File: config.mk
export PLATFORM = sky130hd
export DESIGN_NAME = fifo_rd_stream_flat
export DESIGN_NICKNAME = d
export VERILOG_FILES = /design/src/rtl/fifo_rd_stream_if.sv /design/src/rtl/fifo_rd_stream.sv /design/src/flat_wrapper.sv
export SDC_FILE = /design/constraint.sdc
export NUM_CORES = 1
export LEC_CHECK = 0
export BUFFER_PORTS_ARGS = -buffer_cell sky130_fd_sc_hd__buf_4
export CORE_MARGIN = 5
export CORE_UTILIZATION = 40
export CTS_CLUSTER_SIZE = 25
export DETAILED_ROUTE_END_ITERATION = 8
export PLACE_DENSITY_LB_ADDON = 0.1
export SYNTH_ARGS = -nofsm -noshare
export SYNTH_HDL_FRONTEND = slang
export SYNTH_SLANG_ARGS = --single-unit
File: constraint.sdc
create_clock -name clk -period 2.01 [get_ports clk]
set_clock_uncertainty 0.1 [all_clocks]
set_input_delay 0.1005 -clock clk [delete_from_list [all_inputs] [get_ports clk]]
set_output_delay 0.1005 -clock clk [all_outputs]
set_load 0.01 [all_outputs]
File: src/rtl/fifo_rd_stream_if.sv
// Bus bundle between the FIFO read port, this adapter and the stream consumer.
// The master modport is the adapter; the slave modport is the surrounding
// environment (FIFO plus consumer).
//
// Handshakes:
//   FIFO side  : fifo_rd_en high in a cycle with fifo_empty low is an accepted
//                read; fifo_data_out carries that word in the following cycle.
//   Stream side: a word transfers in every cycle where m_valid and m_ready are
//                both high. Once m_valid is high, m_valid and m_data stay
//                unchanged until the transfer happens. m_valid never waits on
//                m_ready.
interface fifo_rd_stream_if #(
    parameter int DATA_WIDTH = 16
);
    logic [DATA_WIDTH-1:0] fifo_data_out;
    logic                  fifo_empty;
    logic                  fifo_underflow;
    logic                  fifo_rd_en;
    logic [DATA_WIDTH-1:0] m_data;
    logic                  m_valid;
    logic                  m_ready;

    modport master (
        input  fifo_data_out,
        input  fifo_empty,
        input  fifo_underflow,
        input  m_ready,
        output fifo_rd_en,
        output m_data,
        output m_valid
    );

    modport slave (
        output fifo_data_out,
        output fifo_empty,
        output fifo_underflow,
        output m_ready,
        input  fifo_rd_en,
        input  m_data,
        input  m_valid
    );
endinterface

File: src/rtl/fifo_rd_stream.sv
// fifo_rd_stream: turns a one-cycle-latency FIFO read port into a valid/ready
// stream. A 2-entry in-order buffer absorbs the word still in flight when the
// consumer stalls, so reads can be issued back to back at full rate.
//
// Optional feature: define FIFO_RD_STREAM_STATS_EN to build the word and stall
// counters; otherwise word_cnt and stall_cnt are tied to zero.
//
// dbg_buf_cnt / dbg_inflight expose the internal occupancy state.
module fifo_rd_stream #(
    parameter int DATA_WIDTH = 16
) (
    input  logic                clk,
    input  logic                rst_n,
    fifo_rd_stream_if.master    bus,
    output logic                proto_err,
    output logic [31:0]         word_cnt,
    output logic [31:0]         stall_cnt,
    output logic [1:0]          dbg_buf_cnt,
    output logic                dbg_inflight
);

    // Occupancy and pointers of the 2-entry buffer.
    logic [1:0]            buf_cnt;
    logic                  head;
    logic                  inflight;
    logic [DATA_WIDTH-1:0] buf_mem [2];

    // Set on the first edge after reset release; keeps reads off until then.
    logic                  run;

    // The read that produced the current in-flight word was issued while empty.
    logic                  rd_from_empty;

    logic                  pop;
    logic [2:0]            avail;
    logic                  rd_en;
    logic                  wr_slot;
    logic                  valid;

    // Read request: issue whenever the buffer can still hold everything already
    // committed after this cycle's pop (includes the m_ready path).
    always_comb begin
        valid   = (buf_cnt != 2'd0);
        pop     = valid && bus.m_ready;
        avail   = {1'b0, buf_cnt} + {2'b00, inflight} - {2'b00, pop};
        rd_en   = run && !bus.fifo_empty && (avail < 3'd2);
        // Tail slot is head + buf_cnt (mod 2). buf_cnt=2 never coincides with
        // a capture because buf_cnt + inflight never exceeds 2.
        wr_slot = head ^ buf_cnt[0];
    end

    assign bus.fifo_rd_en = rd_en;
    assign bus.m_valid    = valid;
    // Head slot is only presented while valid, so m_data reads 0 when idle.
    assign bus.m_data     = valid ? buf_mem[head] : '0;

    assign dbg_buf_cnt  = buf_cnt;
    assign dbg_inflight = inflight;

    // Control state: occupancy, head pointer, in-flight tracking, sticky error.
    always_ff @(posedge clk or negedge rst_n) begin
        if (!rst_n) begin
            run           <= 1'b0;
            inflight      <= 1'b0;
            rd_from_empty <= 1'b0;
            buf_cnt       <= 2'd0;
            head          <= 1'b0;
            proto_err     <= 1'b0;
        end else begin
            run           <= 1'b1;
            inflight      <= rd_en;
            rd_from_empty <= rd_en && bus.fifo_empty;
            buf_cnt       <= buf_cnt + {1'b0, inflight} - {1'b0, pop};
            if (pop) begin
                head <= ~head;
            end
            if (bus.fifo_underflow || (inflight && rd_from_empty)) begin
                proto_err <= 1'b1;
            end
        end
    end

    // Data capture: the word read last cycle lands in the tail slot.
    always_ff @(posedge clk) begin
        if (inflight) begin
            buf_mem[wr_slot] <= bus.fifo_data_out;
        end
    end

`ifdef FIFO_RD_STREAM_STATS_EN
    // Statistics: delivered words and backpressure cycles, wrapping at 2^32.
    always_ff @(posedge clk or negedge rst_n) begin
        if (!rst_n) begin
            word_cnt  <= 32'd0;
            stall_cnt <= 32'd0;
        end else begin
            if (pop) begin
                word_cnt <= word_cnt + 32'd1;
            end
            if (valid && !bus.m_ready) begin
                stall_cnt <= stall_cnt + 32'd1;
            end
        end
    end
`else
    assign word_cnt  = 32'd0;
    assign stall_cnt = 32'd0;
`endif

endmodule

File: src/flat_wrapper.sv
// flat-port wrapper written by rule: the top's interface ports become plain ports
module fifo_rd_stream_flat 
#(
    parameter int DATA_WIDTH = 16
)
  (clk, rst_n, proto_err, word_cnt, stall_cnt, dbg_buf_cnt, dbg_inflight, bus_fifo_data_out, bus_fifo_empty, bus_fifo_underflow, bus_m_ready, bus_fifo_rd_en, bus_m_data, bus_m_valid);
  fifo_rd_stream_if #(.DATA_WIDTH(DATA_WIDTH)) bus_i ();
  input  logic clk;
  input  logic rst_n;
  output logic proto_err;
  output logic [31:0] word_cnt;
  output logic [31:0] stall_cnt;
  output logic [1:0] dbg_buf_cnt;
  output logic dbg_inflight;
  input wire logic [$bits(bus_i.fifo_data_out)-1:0] bus_fifo_data_out;
  input wire logic [$bits(bus_i.fifo_empty)-1:0] bus_fifo_empty;
  input wire logic [$bits(bus_i.fifo_underflow)-1:0] bus_fifo_underflow;
  input wire logic [$bits(bus_i.m_ready)-1:0] bus_m_ready;
  output wire logic [$bits(bus_i.fifo_rd_en)-1:0] bus_fifo_rd_en;
  output wire logic [$bits(bus_i.m_data)-1:0] bus_m_data;
  output wire logic [$bits(bus_i.m_valid)-1:0] bus_m_valid;
  assign bus_i.fifo_data_out = bus_fifo_data_out;
  assign bus_i.fifo_empty = bus_fifo_empty;
  assign bus_i.fifo_underflow = bus_fifo_underflow;
  assign bus_i.m_ready = bus_m_ready;
  assign bus_fifo_rd_en = bus_i.fifo_rd_en;
  assign bus_m_data = bus_i.m_data;
  assign bus_m_valid = bus_i.m_valid;
  fifo_rd_stream #(.DATA_WIDTH(DATA_WIDTH)) u_core (.clk(clk), .rst_n(rst_n), .bus(bus_i), .proto_err(proto_err), .word_cnt(word_cnt), .stall_cnt(stall_cnt), .dbg_buf_cnt(dbg_buf_cnt), .dbg_inflight(dbg_inflight));
endmodule
Word-level counts from Yosys, hierarchy flattened

Memories as Yosys holds them, arrays and structs flattened.
Cells that the tools add are included.
Widths: inputs -> output; s select.

Bits in read-only memories: 0
Bits of input ports: 21
Word-level logic and storage cells: 25
Memories kept: 1
Bits in latches: 0
Register bits after elaboration: 7
Memory bits (writable): 32

Reduce and logical (&&, ||, !) cells: 8
Shifts and indexed selects: 0
Bitwise gates (word level): 2
Mux-type cells: 3
Div/mod/pow operators: 0
Magnitude comparators: 1
Multiply operators: 0
Eq/ne operators: 0
Add/subtract/negate cells: 4

Memories:

| memory         | words | bits a word | read ports | clocked after Yosys merged registers in | write ports | RTL line             | RTL |
|---|---|---|---|---|---|---|---|
| u_core.buf_mem | 2     | 16          | 1          | 0                                       | 1           | fifo_rd_stream.sv:26 | `logic [DATA_WIDTH-1:0] buf_mem [2];` |

Operators with widths:

| cell               | count |
|---|---|
| $mux 16            | 1 |
| $logic_and 1x1->1  | 5 |
| $add 2x1->3        | 1 |
| $lt 3x2->1 const B | 1 |
| $sub 3x1->3        | 1 |
| $add 2x1->2        | 1 |
| $mux 1             | 2 |
| $reduce_bool 2->1  | 1 |
| $sub 2x1->2        | 1 |
| $logic_not 1->1    | 1 |
| $logic_or 1x1->1   | 1 |
| $not 1->1          | 1 |
| $xor 1x1->1        | 1 |

Depth between registers and ports, before layout

Gate-level depths: netlist of the first run.

Depth in word-level cells: 6
Depth in mapped cells: 8
Gate-level depth less buffers: 8

Worst setup path before layout of the first run

OpenSTA, ideal clock, no wires.

Path type: reg2reg
Start point: register u_core.buf_cnt[0], in the netlist u_core.dbg_buf_cnt[0]
End point: register u_core.inflight, in the netlist u_core.dbg_inflight
Cell stages (with the launch flop): 9
Library setup time: 0.144 ns
Period minus slack after synthesis: 2.343 ns
Data arrival time: 2.099 ns
Path slack: -0.333 ns
Cells stage by stage: dfrtp_1 o21ai_0 inv_1 ha_1 inv_1 ha_1 fa_1 xnor2_1 nor4b_2

Cells in the longest elaborated chain, start to end: 5

RTL lines:

| what                     | RTL line             | RTL |
|---|---|---|
| start: declaration       | fifo_rd_stream.sv:23 | `logic [1:0] buf_cnt;` |
| start signal: assignment | fifo_rd_stream.sv:73 | `buf_cnt <= buf_cnt + {1'b0, inflight} - {1'b0, pop};` |
| $reduce_bool 2->1        | fifo_rd_stream.sv:43 | `valid = (buf_cnt != 2'd0);` |
| $logic_and 1x1->1        | fifo_rd_stream.sv:44 | `pop = valid && bus.m_ready;` |
| named net u_core.pop     | fifo_rd_stream.sv:34 | `logic pop;` |
| $sub 3x1->3              | fifo_rd_stream.sv:45 | `avail = {1'b0, buf_cnt} + {2'b00, inflight} - {2'b00, pop};` |
| $lt 3x2->1               | fifo_rd_stream.sv:46 | `rd_en = run && !bus.fifo_empty && (avail < 3'd2);` |
| $logic_and 1x1->1        | fifo_rd_stream.sv:46 |  |
| named net bus_fifo_rd_en | flat_wrapper.sv:19   | `output wire logic [$bits(bus_i.fifo_rd_en)-1:0] bus_fifo_rd_en;` |
| end signal: assignment   | fifo_rd_stream.sv:71 | `inflight <= rd_en;` |
| end: declaration         | fifo_rd_stream.sv:25 | `logic inflight;` |

The timed path passes the listed nets, and every way through them passes these cells.
A chain may end at the register's enable or synchronous reset.

Final worst setup path of the first run

Start point: register u_core.buf_cnt[1], in the netlist u_core.dbg_buf_cnt[1]
End point: output bus_fifo_rd_en

Cells in the longest elaborated chain, start to end: 5

RTL lines:

| what                      | RTL line             | RTL |
|---|---|---|
| $reduce_bool 2->1         | fifo_rd_stream.sv:43 |  |
| $logic_and 1x1->1         | fifo_rd_stream.sv:44 |  |
| named net u_core.pop      | fifo_rd_stream.sv:34 |  |
| $sub 3x1->3               | fifo_rd_stream.sv:45 |  |
| named net u_core.avail[1] | fifo_rd_stream.sv:35 | `logic [2:0] avail;` |
| $lt 3x2->1                | fifo_rd_stream.sv:46 |  |
| $logic_and 1x1->1         | fifo_rd_stream.sv:46 |  |
| end: declaration          | flat_wrapper.sv:19   |  |

The timed path passes the listed nets, and every way through them passes these cells.

==> metrics.txt, run 1 <==
initial antenna violation count=0; failing checks=negative setup slack; clock buffer depth=2; VDD IR-drop max=between 500 and 600 uV; Die X=a little over 80 um; die area=6570 um2; gpl congestion=around 0.64; first-pass GRT wire length=about 5200 um; drt drc=0; DR vias/cell=3.71; Worst Setup Slack, final=-492 ps; Site Rows=25; Final Setup Violations=2; worst hold path class=in2async; cell mode on critical path=inv_1; RSZ-0062 raised after global routing=yes; clock power share=0.171; Worst-Skew Late Latency=290 ps; TNS Setup=-527 ps; fin. max-slew vios=0; Total GRT Usage=0.110; Area growth syn-to-layout=25.4%; Synth cell types=18; part of the cycle the worst path needs=1.24; Max Clock Freq=between 0.3 and 0.4 GHz; GR Util met1=0.106; Logic pwr share=0.466; htree depth=2; Antenna Nets Post-Route=0; io pins=approximately 110; IO buf count=42; cell-internal power=about 0.0019 W; Mapped Cells=158; cell leakage power=around 1.2 nW; Seq cells post-synth=39; slowest stage cell, crit path=fa_2; crit path max fanout=2; Inserted Clock Buffers=5; nets=258; vias in the first global route=between 1000 and 1500; Crit path required time=~1800 ps; Clock transition at path regs=70 ps; CP Capture Type=primary output; register share of total power=0.364; largest net degree at the start of global routing=18; Overflow after GRT=0; Post-Syn Area per Cell=approximately 13 um2; crit start category=flip-flop; Fin. Hold Viols=0; DP HPWL=between 2000 and 3000 um; crit-path max cell delay=around 470 ps; status=finished, violations left; Net Switching=0.00101 W; Max Cap Violations=0; vias post-DR=1119; Pre-antenna DRT Iters=2; gr busiest metal=met2; mapped cell area=around 2000 um2; CTS tree=done; Die Ht=slightly above 80 um; share of cells above drive strength 1=0.294; Initial Util=0.419; routed wire length=3520 um; root buf cell=clkbuf_8; met2 Use GR=0.200; final critical-path required period=2500 ps; register area share after synthesis=0.563; routed len/inst=about 12 um; core box area=~4800 um2; met3 Use GR=0.0477; power per cell area=approximately 1200 nW/um2; ANT cells=0; fin util=0.526; arrival time worst endpoint=2300 ps; CP Cell Sequence=o21ai_2 -> inv_1 -> ha_1 -> inv_1 -> ha_2 -> fa_2 -> nor4b_4 -> buf_4; clk sinks=39; Resize count post-CTS=0; worst setup path category=reg2out; drt initial violations=29; Sw Ratio=0.343; number of warnings issued by yosys=0
## final cells by class
type	count	area, um2
Fill cell	408	2280
Inverter	6	22.5
Multi-Input combinational cell	110	614
Clock inverter	2	12.5
Tap cell	67	83.8
Clock buffer	6	72.6
Sequential cell	39	1140
Timing Repair Buffer	72	588
## final timing paths
path                                             from  slack [ps]                     to  cells past startpoint
worst min-delay path                            rst_n          90            u_core.head                      2
worst min register to register   u_core.rd_from_empty         370       u_core.proto_err                      1
worst max-delay path            u_core.dbg_buf_cnt[1]        -490         bus_fifo_rd_en                      8
min in group clk                          bus_m_ready         230            u_core.head                      6
worst max register to register  u_core.dbg_buf_cnt[1]         -30    u_core.dbg_inflight                      7
max in group asynchronous                       rst_n        1590  u_core.dbg_buf_cnt[0]                      2
## power groups by stage
stage | Sequential [W] | Clock (W) | Combinational [W]
after floorplan | 0.00111 | 0 | 0.000862
after global placement | 0.00108 | 0 | 0.00134
after detailed placement | 0.00109 | 0 | 0.00136
after CTS | 0.00107 | 0.000524 | 0.00140
after global routing | 0.00108 | 0.000568 | 0.00151
final | 0.00107 | 0.000502 | 0.00137
## critical path, delay by kind of cell (launching register included)
kind,cells,cell delay [ps]
flops,1,420
simple gates,1,270
buf+inv,3,270
compound gates,1,150
fa+ha+maj,3,900
## metrics by stage
stage / area, um2 / hold WS (ps) / cells / worst slack (ps) / total power [W]
2_1_floorplan: 2290 / -295 / 222 / -176 / 0.00198
3_5_place_dp: 2240 / -179 / 273 / -236 / 0.00244
6_report: 2530 / 85.3 / 302 / -492 / 0.00294
5_1_grt: 2530 / 76.8 / 302 / -602 / 0.00316
4_1_cts: 2520 / 48.7 / 301 / -499 / 0.00299
3_3_place_gp: 2240 / -182 / 273 / -175 / 0.00242
## metal layers
| layer | vias up | wire length (um) | share of wire |
|---|---|---|---|
| li1 | 542 | - | - |
| met1 | 501 | 1180 | 0.34 |
| met2 | 71 | 1830 | 0.52 |
| met3 | 5 | 445 | 0.13 |
| met4 | 0 | 59 | 0.017 |
| met5 | - | 0 | 0 |
## kinds of logic after synthesis
| group | synth area share |
|---|---|
| mux | 0.0793 |
| compound gates | 0.00681 |
| fa+ha+maj | 0.0223 |
| buf+inv | 0.266 |
| other cells | 0.00372 |
| simple gates | 0.0465 |
| xor+xnor | 0.0130 |
| flops | 0.563 |
## synth_stat cells
cell type,count,share of area
a211o_1,1,0.0043
and2_1,1,0.0031
buf_4,65,0.24
buf_6,1,0.0056
buf_8,1,0.0074
conb_1,2,0.0037
dfrtp_1,7,0.087
edfxtp_1,32,0.48
fa_1,1,0.0099
ha_1,2,0.012
inv_1,6,0.011
mux2i_1,16,0.079
nor2_1,16,0.030
nor2_2,1,0.0031
nor2b_1,1,0.0031
nor4b_2,1,0.0074
o21ai_0,1,0.0025
xnor2_1,3,0.013
## cells in the final DEF, fill, tap and decap left out, types with 2 or more instances in the layout
master and count:
xnor2_1 2, mux2i_1 16, inv_1 6, dlygate4sd3_1 19
buf_4 53, dfrtp_2 2, edfxtp_1 32, nor2_1 16
conb_1 66, clkbuf_8 5, dfrtp_1 5
## sequential cells by signal, indices dropped and copies added (netlist names)
| register | flops |
|---|---|
| u_core.buf_mem | 32 |
| u_core.dbg_buf_cnt | 2 |
| u_core.dbg_inflight | 1 |
| u_core.head | 1 |
| u_core.proto_err | 1 |
| u_core.rd_from_empty | 1 |
| u_core.run | 1 |
## timing repair
| action | 4_1_cts | 5_1_grt |
|---|---|---|
| hold buffers | 19 | 0 |
| setup endpoints to repair | 2 | 2 |
| pin swaps | 4 | 1 |
| setup buffers | 1 | 1 |
| hold endpoints to repair | 41 | 0 |
Note: power is estimated with default switching activity, not from simulation.
==> run 2: changes to the inputs <==
--- a/config.mk
+++ b/config.mk
@@ -10,7 +10,7 @@
 export CORE_UTILIZATION = 40
 export CTS_CLUSTER_SIZE = 25
 export DETAILED_ROUTE_END_ITERATION = 8
-export PLACE_DENSITY_LB_ADDON = 0.1
+export PLACE_DENSITY_LB_ADDON = 0.2
 export SYNTH_ARGS = -nofsm -noshare
 export SYNTH_HDL_FRONTEND = slang
 export SYNTH_SLANG_ARGS = --single-unit
==> run 2 against run 1 <==
  * The run still ends with negative setup slack left
  * Clock power barely moved
  * First-iteration DRC count fell by 14%
  * Combinational power barely moved
  * Flip-flop and latch count did not move
  * Worst setup slack improved by 16 ps
  * Non-clock buffer count fell by 1
  * Core utilization rose by 0.10 points
  * Final cell count fell by 0.33%
  * Sequential power barely moved
  * Global-route usage fell by 0.19 points
  * Count of clock-buffer cells in the layout did not move
  * Critical path depth did not move
  * Highest routed layer unchanged
==> metrics.txt, run 2 (synthesis results as in run 1) <==
Total GRT Usage=0.108; nets=~260; largest net degree at the start of global routing=18; Fin. Hold Viols=0; core box area=4820 um2; vias in the first global route=between 1000 and 1500; Die Ht=slightly above 80 um; commonest non-fill, non-tap cell in the layout=conb_1; fin. max-slew vios=0; failing checks=negative setup slack; Overflow after GRT=0; IO buf count=42; crit start category=flip-flop; Final Cell Area=2540 um2; clk sinks=39; DP Cell Count=~270; initial antenna violation count=0; Non-Filler Instances=301; gpl congestion=between 0.6 and 0.7; Final Setup Violations=2; reg-to-reg slack, setup=-30 ps; Final Total Pwr=~0.003 W; Site Rows=25; status=finished, violations left; Pre-antenna DRT Iters=3; first-pass GRT wire length=5130 um; Area growth syn-to-layout=25.7%; met3 Use GR=0.0310; most frequent cells in the layout=conb_1, buf_4, edfxtp_1; clock buffer depth=2; Initial Util=0.419; met2 Use GR=0.177; GR Util met1=0.130; Worst Setup Slack, final=-477 ps; RSZ-0062 raised after global routing=yes; routed wire length=approximately 3500 um; area of the multi-input gates=614 um2; root buf cell=clkbuf_8; worst hold path class=in2async; DP HPWL=2480 um; cell leakage power=1.17 nW; arrival time worst endpoint=between 2000 and 2500 ps; Max Clock Freq=0.402 GHz; final critical-path required period=between 2000 and 2500 ps; Worst-Skew Late Latency=~280 ps; CP Capture Type=primary output; io pins=roughly 110; drt initial violations=25; crit path max fanout=2; worst setup path category=reg2out; part of the cycle the worst path needs=1.24; gr busiest metal=met2; drt drc=0; Clock transition at path regs=approximately 70 ps; TNS Setup=-502 ps; Antenna Nets Post-Route=0; htree depth=2; FILL cells=between 400 and 500; Largest register FFs=32; die area=between 6000 and 7000 um2; VDD IR-drop max=between 600 and 700 uV; Inserted Clock Buffers=5; largest register by flop count=u_core.buf_mem; routed len/inst=around 12 um; vias post-DR=~1100; share of cells above drive strength 1=0.291; Placement Cell Area=between 2000 and 2500 um2; Die X=roughly 81 um; power per cell area=between 1000 and 1500 nW/um2; ANT cells=0; register area=1140 um2; CTS tree=done; Crit path required time=approximately 1800 ps; Max Cap Violations=0; DR vias/cell=around 3.7
run 2: changes by cell type in the layout (fill, tap and decap cells not counted), sizes merged:
cell	previous run	this run
buf	53	52
run 2: critical path, cell delays in order, from the launching register on:
cell     delay [ps]
dfrtp_2         410
o21ai_2         150
inv_1            50
ha_1            260
inv_1            60
ha_2            170
fa_2            470
nor4b_4         280
buf_4           160
run 2: worst paths after layout:
check	from	end	depth (start not counted)
max in group asynchronous	rst_n	u_core.dbg_buf_cnt[1]	2
setup reg to reg	u_core.dbg_buf_cnt[0]	u_core.dbg_inflight	7
hold / removal	rst_n	u_core.dbg_buf_cnt[0]	2
min in group clk	bus_m_ready	u_core.head	6
setup / recovery	u_core.dbg_buf_cnt[0]	bus_fifo_rd_en	8
hold reg to reg	u_core.proto_err	u_core.proto_err	1
run 2: stage by stage:
stage / setup WS [ps] / hold WS [ps] / util
after global routing: -591 / 78.3 / 0.527
after global placement: -190 / -177 / 0.466
after detailed placement: -214 / -177 / 0.466
after CTS: -503 / 62.2 / 0.525
after floorplan: -176 / -295 / -
final: -477 / 64.8 / 0.527
run 2: cell type report:
class                      instances  share of cell area
clock buffer                       6              0.0286
clock inverter                     2             0.00493
inverter                           6             0.00888
multi-input combinational        110               0.242
sequential                        39               0.449
tap                               67              0.0330
timing repair buffer              71               0.234
run 2: what timing repair did:
item,CTS,global route
hold endpoints to repair,41,0
pin swaps,3,0
hold buffers,19,0
setup endpoints to repair,2,2
resized for setup,0,0
setup buffers,1,1
run 2: routing by layer:
metal,share of wire,vias up
li1,-,540
met5,0,-
met3,0.12,5
met1,0.39,508
met2,0.48,72
met4,0.011,0
run 2: where the power goes:
| group | switching (W) | internal (W) | leakage, nW |
|---|---|---|---|
| sequential | 0.0000432 | 0.00102 | 0.368 |
| clock | 0.000259 | 0.000242 | 0.0412 |
| combinational | 0.000709 | 0.000661 | 0.759 |
